[src/rtl/ict106_axilite_regs.sv]
// AXI4-Lite responder register bank: NUM_REGS byte-strobed RW control words followed
// by NUM_REGS read-only status words, decoded from address bits [9:2].
module ict106_axilite_regs #(
  parameter int C_AXI_ADDR_WIDTH = 32,
  parameter int C_AXI_DATA_WIDTH = 32,
  parameter int NUM_REGS         = 8
) (
  input  logic                          ACLK,
  input  logic                          ARESETN,
  input  logic [C_AXI_ADDR_WIDTH-1:0]   S_AXI_AWADDR,
  input  logic                          S_AXI_AWVALID,
  output logic                          S_AXI_AWREADY,
  input  logic [C_AXI_DATA_WIDTH-1:0]   S_AXI_WDATA,
  input  logic [C_AXI_DATA_WIDTH/8-1:0] S_AXI_WSTRB,
  input  logic                          S_AXI_WVALID,
  output logic                          S_AXI_WREADY,
  output logic [1:0]                    S_AXI_BRESP,
  output logic                          S_AXI_BVALID,
  input  logic                          S_AXI_BREADY,
  input  logic [C_AXI_ADDR_WIDTH-1:0]   S_AXI_ARADDR,
  input  logic                          S_AXI_ARVALID,
  output logic                          S_AXI_ARREADY,
  output logic [C_AXI_DATA_WIDTH-1:0]   S_AXI_RDATA,
  output logic [1:0]                    S_AXI_RRESP,
  output logic                          S_AXI_RVALID,
  input  logic                          S_AXI_RREADY,
  output logic [NUM_REGS*32-1:0]        reg_out,
  output logic [NUM_REGS-1:0]           reg_wr_pulse,
  input  logic [NUM_REGS*32-1:0]        status_in
);

  typedef enum logic [1:0] {
    RESP_OKAY   = 2'b00,
    RESP_SLVERR = 2'b10,
    RESP_DECERR = 2'b11
  } resp_e;

  function automatic resp_e decode_resp(input logic [7:0] idx, input logic is_write);
    if (int'(idx) < NUM_REGS)        return RESP_OKAY;
    else if (int'(idx) < 2*NUM_REGS) return is_write ? RESP_SLVERR : RESP_OKAY;
    else                             return RESP_DECERR;
  endfunction

  logic                          r_init;
  logic                          r_aw_held;
  logic [7:0]                    r_aw_idx;
  logic                          r_w_held;
  logic [C_AXI_DATA_WIDTH-1:0]   r_wdata;
  logic [C_AXI_DATA_WIDTH/8-1:0] r_wstrb;
  logic                          r_bvalid;
  resp_e                         r_bresp;
  logic                          r_rvalid;
  logic [C_AXI_DATA_WIDTH-1:0]   r_rdata;
  resp_e                         r_rresp;
  logic [NUM_REGS-1:0]           r_wr_pulse;
  logic [31:0]                   r_regs [NUM_REGS];

  logic                          w_awready;
  logic                          w_wready;
  logic                          w_arready;
  logic                          w_commit;
  logic [7:0]                    w_ar_idx;
  logic [C_AXI_DATA_WIDTH-1:0]   w_rd_data;
  logic                          w_unused;

  // r_init keeps every ready low until the first edge after reset release.
  assign w_awready = r_init & ~r_aw_held & ~r_bvalid;
  assign w_wready  = r_init & ~r_w_held  & ~r_bvalid;
  assign w_arready = r_init & ~r_rvalid;
  assign w_commit  = r_aw_held & r_w_held;
  assign w_ar_idx  = S_AXI_ARADDR[9:2];
  assign w_unused  = ^{S_AXI_AWADDR[C_AXI_ADDR_WIDTH-1:10], S_AXI_AWADDR[1:0],
                       S_AXI_ARADDR[C_AXI_ADDR_WIDTH-1:10], S_AXI_ARADDR[1:0]};

  // NOTE: every variable assigned in always_comb gets a default first so no latch is inferred.
  always_comb begin
    w_rd_data = '0;
    for (int i = 0; i < NUM_REGS; i++) begin
      if (w_ar_idx == 8'(i))            w_rd_data = r_regs[i];
      if (w_ar_idx == 8'(NUM_REGS + i)) w_rd_data = status_in[32*i +: 32];
    end
  end

  always_comb begin
    reg_out = '0;
    for (int i = 0; i < NUM_REGS; i++) reg_out[32*i +: 32] = r_regs[i];
  end

  // NOTE: sequential state uses non-blocking assignments only, so every flop samples pre-edge values.
  always_ff @(posedge ACLK or negedge ARESETN) begin
    if (!ARESETN) begin
      r_init     <= 1'b0;
      r_aw_held  <= 1'b0;
      r_aw_idx   <= '0;
      r_w_held   <= 1'b0;
      r_wdata    <= '0;
      r_wstrb    <= '0;
      r_bvalid   <= 1'b0;
      r_bresp    <= RESP_OKAY;
      r_rvalid   <= 1'b0;
      r_rdata    <= '0;
      r_rresp    <= RESP_OKAY;
      r_wr_pulse <= '0;
      // NOTE: the register array is reset because downstream configuration must start from zero.
      for (int i = 0; i < NUM_REGS; i++) r_regs[i] <= '0;
    end else begin
      r_init     <= 1'b1;
      r_wr_pulse <= '0;

      if (S_AXI_AWVALID && w_awready) begin
        r_aw_held <= 1'b1;
        r_aw_idx  <= S_AXI_AWADDR[9:2];
      end
      if (S_AXI_WVALID && w_wready) begin
        r_w_held <= 1'b1;
        r_wdata  <= S_AXI_WDATA;
        r_wstrb  <= S_AXI_WSTRB;
      end

      if (w_commit) begin
        r_aw_held <= 1'b0;
        r_w_held  <= 1'b0;
        r_bvalid  <= 1'b1;
        r_bresp   <= decode_resp(r_aw_idx, 1'b1);
        for (int i = 0; i < NUM_REGS; i++) begin
          if (r_aw_idx == 8'(i)) begin
            r_wr_pulse[i] <= 1'b1;
            for (int b = 0; b < 4; b++)
              if (r_wstrb[b]) r_regs[i][8*b +: 8] <= r_wdata[8*b +: 8];
          end
        end
      end else if (r_bvalid && S_AXI_BREADY) begin
        r_bvalid <= 1'b0;
        r_bresp  <= RESP_OKAY;
      end

      // Reads sample r_regs before any same-edge commit, returning the pre-write value.
      if (S_AXI_ARVALID && w_arready) begin
        r_rvalid <= 1'b1;
        r_rdata  <= w_rd_data;
        r_rresp  <= decode_resp(w_ar_idx, 1'b0);
      end else if (r_rvalid && S_AXI_RREADY) begin
        r_rvalid <= 1'b0;
        r_rdata  <= '0;
        r_rresp  <= RESP_OKAY;
      end
    end
  end

  assign S_AXI_AWREADY = w_awready;
  assign S_AXI_WREADY  = w_wready;
  assign S_AXI_BVALID  = r_bvalid;
  assign S_AXI_BRESP   = r_bresp;
  assign S_AXI_ARREADY = w_arready;
  assign S_AXI_RVALID  = r_rvalid;
  assign S_AXI_RDATA   = r_rdata;
  assign S_AXI_RRESP   = r_rresp;
  assign reg_wr_pulse  = r_wr_pulse;

endmodule

[config.mk]
export PLATFORM = sky130hd
export DESIGN_NAME = ict106_axilite_regs
export DESIGN_NICKNAME = d
export VERILOG_FILES = /design/src/rtl/ict106_axilite_regs.sv
export SDC_FILE = /design/constraint.sdc
export NUM_CORES = 1
export LEC_CHECK = 0
export BUFFER_PORTS_ARGS = -buffer_cell sky130_fd_sc_hd__clkbuf_2
export CAP_MARGIN = 20
export CORE_AREA = 2 2 256 258
export CTS_CLUSTER_DIAMETER = 120
export DETAILED_ROUTE_END_ITERATION = 12
export DIE_AREA = 0 0 258 260
export RECOVER_POWER = 50
export SYNTH_ARGS = -nofsm -noshare
export SYNTH_HDL_FRONTEND = slang
export SYNTH_SLANG_ARGS = --single-unit
[constraint.sdc]
create_clock -name ACLK -period 2.5 [get_ports ACLK]
set_input_delay 0 -clock ACLK [delete_from_list [all_inputs] [get_ports ACLK]]
set_output_delay 0 -clock ACLK [all_outputs]
set_load 0.005 [all_outputs]
# Word level (Yosys, flattened, before mapping)
# Cells that the tools add are included.
# classes
order_cmp	4
n_bitwise	10
reduce_logical	43
n_eq_ne	22
n_mux	43
# ops
cell	count
32-bit 2-to-1 mux	18
3-bit AND reduction	32
8-bit by 3-bit equality test with 1-bit output (second input constant)	8
8-bit by 4-bit equality test with 1-bit output (second input constant)	8
8-bit by 2-bit equality test with 1-bit output (second input constant)	4
1-bit 2-to-1 mux	17
8-bit by 1-bit equality test with 1-bit output (second input constant)	2
8-bit zero test	2
8-bit by 4-bit < comparator with 1-bit output (second input constant)	2
8-bit by 5-bit < comparator with 1-bit output (second input constant)	2
2-bit 2-to-1 mux	7
8-bit 2-to-1 mux	1
2-bit nonzero test	4
1-bit bitwise AND	6
1-bit logical AND	5
1-bit inverter	4
# word_totals
register_bits	349
output_inout_bits	305

# Depth between registers and ports, before layout
# logic_depth
word_depth	18
mapped_depth	10
mapped_depth_nobuf	6

# Worst setup path after synthesis
# No wires, ideal clock.
# synth_path
path_type	reg-to-reg
start	register r_aw_idx[7]
end	register r_regs, in the netlist reg_out[224]
arrival_ps	2041
path_stages_with_launch	7
slack_ps	334
path_cell_list	dfrtp_1 or4_4 nor3_2 nand2_1 nor2_1 nand2_2 mux2_2
# synth_between
elab_chain_len	2
# synth_lines
element	line	rtl
start, declared	46	logic [7:0] r_aw_idx;
start signal, assigned	112	r_aw_idx <= S_AXI_AWADDR[9:2];
8-bit by 3-bit equality test with 1-bit output	126	if (r_aw_idx == 8'(i)) begin
3-bit AND reduction (no source line)	n/a	
end signal, assigned by index	129	if (r_wstrb[b]) r_regs[i][8*b +: 8] <= r_wdata[8*b +: 8];
end, declared	56	logic [31:0] r_regs [NUM_REGS];
# No other way between the ends.
# A chain may end at the register's enable or synchronous reset.

# Final worst setup path
# layout_path
start	register r_aw_idx[7]
end	register r_regs, in the netlist reg_out[236]
# Same word-level chain as after synthesis.

==> qor.yml <==
status: "complete, but fails checks"
violations: "max-capacitance violations, max-slew violations"
fin_area_mm2: 0.0258
tightest_slew_ns: 2.28
max_freq_ghz: 0.408
required_ns: 2.94
cts_root_buf: "clkbuf_16"
max_stage_delay_ns: 0.58
wl_per_cell_um: 29.9
synth.mux.area_fraction: 0.226
regArea_mm2: 0.00871
cp-start-kind: "flop"
grt_pass1_vias: 19100
cts_sinks: 348
postSynthCellCount: 1657
place_ws_ns: -0.128
initialDrtViolationCount: 2122
synthAdderAreaFrac: 0
worst_path_most_repeated_cell: "nand2_2"
fin_tns_setup_ns: 0
ys_async_sr_fraction: 1.00
p_per_area_mw_per_mm2: 658
fillCellCount: 6345
rows: 93
cap_viol_max_count: 1
seq_area_frac_synth: 0.482
final-hold-violation-count: 0
multi_input_area_mm2: 0.00896
synth_top_family_by_area: "multiplexers"
rsz0062_at_grt: "true"
grt_pass1_wl_um: 140000
cp_slowest_cell: "or4_4"
worst_setup_path_end_kind: "flop"
synth_fp_nets: 2020
numCtsBuffers: 43
finalCriticalPeriod_ns: 2.45
fin_crit_sh: 0.981
insertion_delay_ns: 0.58
synth_top_area_share: 0.482
layout_commonest_cell: "clkbuf_2"
nets: 2829
grt_max_degree: 69
dr.pass1.iters: 6
placed_cell_area_mm2: 0.0232
mostFrequentLayoutCells: "clkbuf_2, dfrtp_1, mux2_2"
p_leak_uw: 0.0125
crit_path_cell_trace: "or4_4 -> nor3_4 -> nand2_2 -> nor2_1 -> buf_4 -> nand2_2 -> mux2_2"
wl_um: 100000
vias: 19000
dp.final_hpwl_um: 75300
cts_buffer_depth: 3
synth-simple-area-share: 0.101
hold_ws_ns: 0.0402
place_congestion: 0.955
die_x_um: 258
ys_ff_latch: 348
finalSetupViolCount: 0
synth_compound_area_frac: 0.163
synth_top_area_cell: "dfrtp_1"
port_buffers: 619
worstSetupPathType: "flop to flop"
die_area_mm2: 0.0671
synth_xor_area_frac: 0
ioPinCount: 668
synth_area_per_cell_um2: 10.9
initial_core_util: 0.282
ys_warn_count: 0
antenna_found_initial: 5
worstPathArrival_ns: 2.89
core_area_mm2: 0.0641
finalMaxSlewViolations: 67
synth_edf_count: 0
finClkSkew_ns: 0.0182
syn2layout_area_growth_pct: 42.7
drc: 0
cp_max_fo: 8
antenna_left: 0
syn-cell-area_mm2: 0.0181
synth_flop_cell: "dfrtp_1"
cts_tree: "done"
ir_worst_vdd_uv: 563
yosys-top-cells-area: "dfrtp_1, mux2_2, o21ai_0"
ys_types: 62
h-tree-depth: 2
maxSlewHeadroom: -0.518
layout-drive-gt1-share: 0.460
overflow: 0
clkSlewWorstSetupHoldPaths_ns: 0.06
via_per_inst: 5.65
fin_util: 0.402
min_path_type: "primary input to flop"
grtUsageTotal: 0.290
die_y_um: 260
worst_slack_ns: 0.0476
## per-layer routing
layer  global-route usage  share of wire  up-vias
li1                     -              -     7871
met1                0.373           0.40     9527
met2                0.465           0.46     1272
met3               0.0689          0.088      281
met4                0.125          0.046        4
met5                    0        0.00021        -
## cells in the mapped netlist (2+ instances only)
master	count
a31o_2	3
a211oi_1	12
inv_1	5
a32oi_1	4
nand2_4	4
nand2_2	24
buf_2	23
dfrtp_1	348
nand2_1	115
nor3_2	4
nand2b_1	8
mux4_2	5
a221oi_1	17
o2111a_1	2
buf_4	2
nor2b_1	10
nor2_1	78
o31ai_1	6
a221o_1	13
o221ai_1	41
and2_1	3
mux2_2	322
nor4_4	2
a22oi_1	11
or3b_2	19
nor3b_4	2
nor4_1	5
o21ai_0	179
nand4_1	2
a31oi_1	7
o21bai_1	3
nor3_1	16
a21oi_1	103
mux2_1	14
nor3_4	3
o21a_1	2
buf_1	7
o22ai_1	70
nand3_1	41
mux2i_1	19
clkbuf_1	82
## worst paths after layout
kind                                       from  slack [ns]  depth (start not counted)              end
worst max-delay path                r_aw_idx[7]        0.05                          7     reg_out[236]
worst min-delay path             status_in[179]        0.04                          4  S_AXI_RDATA[19]
worst max register to register      r_aw_idx[7]        0.05                          7     reg_out[236]
worst min register to register  S_AXI_RDATA[27]        0.51                          2  S_AXI_RDATA[27]
max in group asynchronous               ARESETN        0.33                          3         r_w_held
min in group asynchronous               ARESETN        0.61                          2      r_wdata[24]
## worst max-delay path, delay by kind of cell (launching register included)
family | cells | cell delay (ns)
simple gates | 5 | 1.36
flops | 1 | 0.38
mux | 1 | 0.34
buf+inv | 1 | 0.23
## layout make-up
cell class / instances / share of cell area
Antenna cell: 3 / 0.000291
Tap cell: 855 / 0.0415
Sequential cell: 348 / 0.338
Timing Repair Buffer: 878 / 0.216
Clock buffer: 59 / 0.0481
Multi-Input combinational cell: 1189 / 0.348
Inverter: 6 / 0.000874
Clock inverter: 16 / 0.00728
## registers in the layout (all words and copies together) (netlist names), 2 cells and up
signal	count
S_AXI_RDATA	32
S_AXI_BRESP	2
reg_out	256
r_aw_idx	8
reg_wr_pulse	8
r_wstrb	4
r_wdata	32
## logic make-up (layout without fill, tap and decap cells)
logic type | count (synthesis) | after routing
mux | 360 | 360
other cells | 1 | 4
simple gates | 346 | 346
compound gates | 482 | 482
buf+inv | 120 | 959
flops | 348 | 348
## timing repair
action / 4_1_cts / 5_1_grt
hold endpoints to repair: 353 / 1
hold buffers: 126 / 1
pin swaps: 0 / 2
setup buffers: 0 / 1
setup endpoints to repair: 111 / 99
gates resized for setup: 2 / 6
## where the power goes
group          switching [uW]  internal (uW)  leakage (uW)  total (uW)
registers                1520           6270       0.00475        7790
clock network            2590           3790      0.000693        6380
logic                    1370           1410       0.00709        2780
## stage by stage
| stage | power, uW | std cells |
|---|---|---|
| after floorplan | 8520 | 1657 |
| after global placement | 10400 | 3148 |
| after detailed placement | 10500 | 3148 |
| after CTS | 17000 | 3349 |
| after global routing | 17600 | 3351 |
| final | 17000 | 3354 |
(Power assumes the default switching activity.)
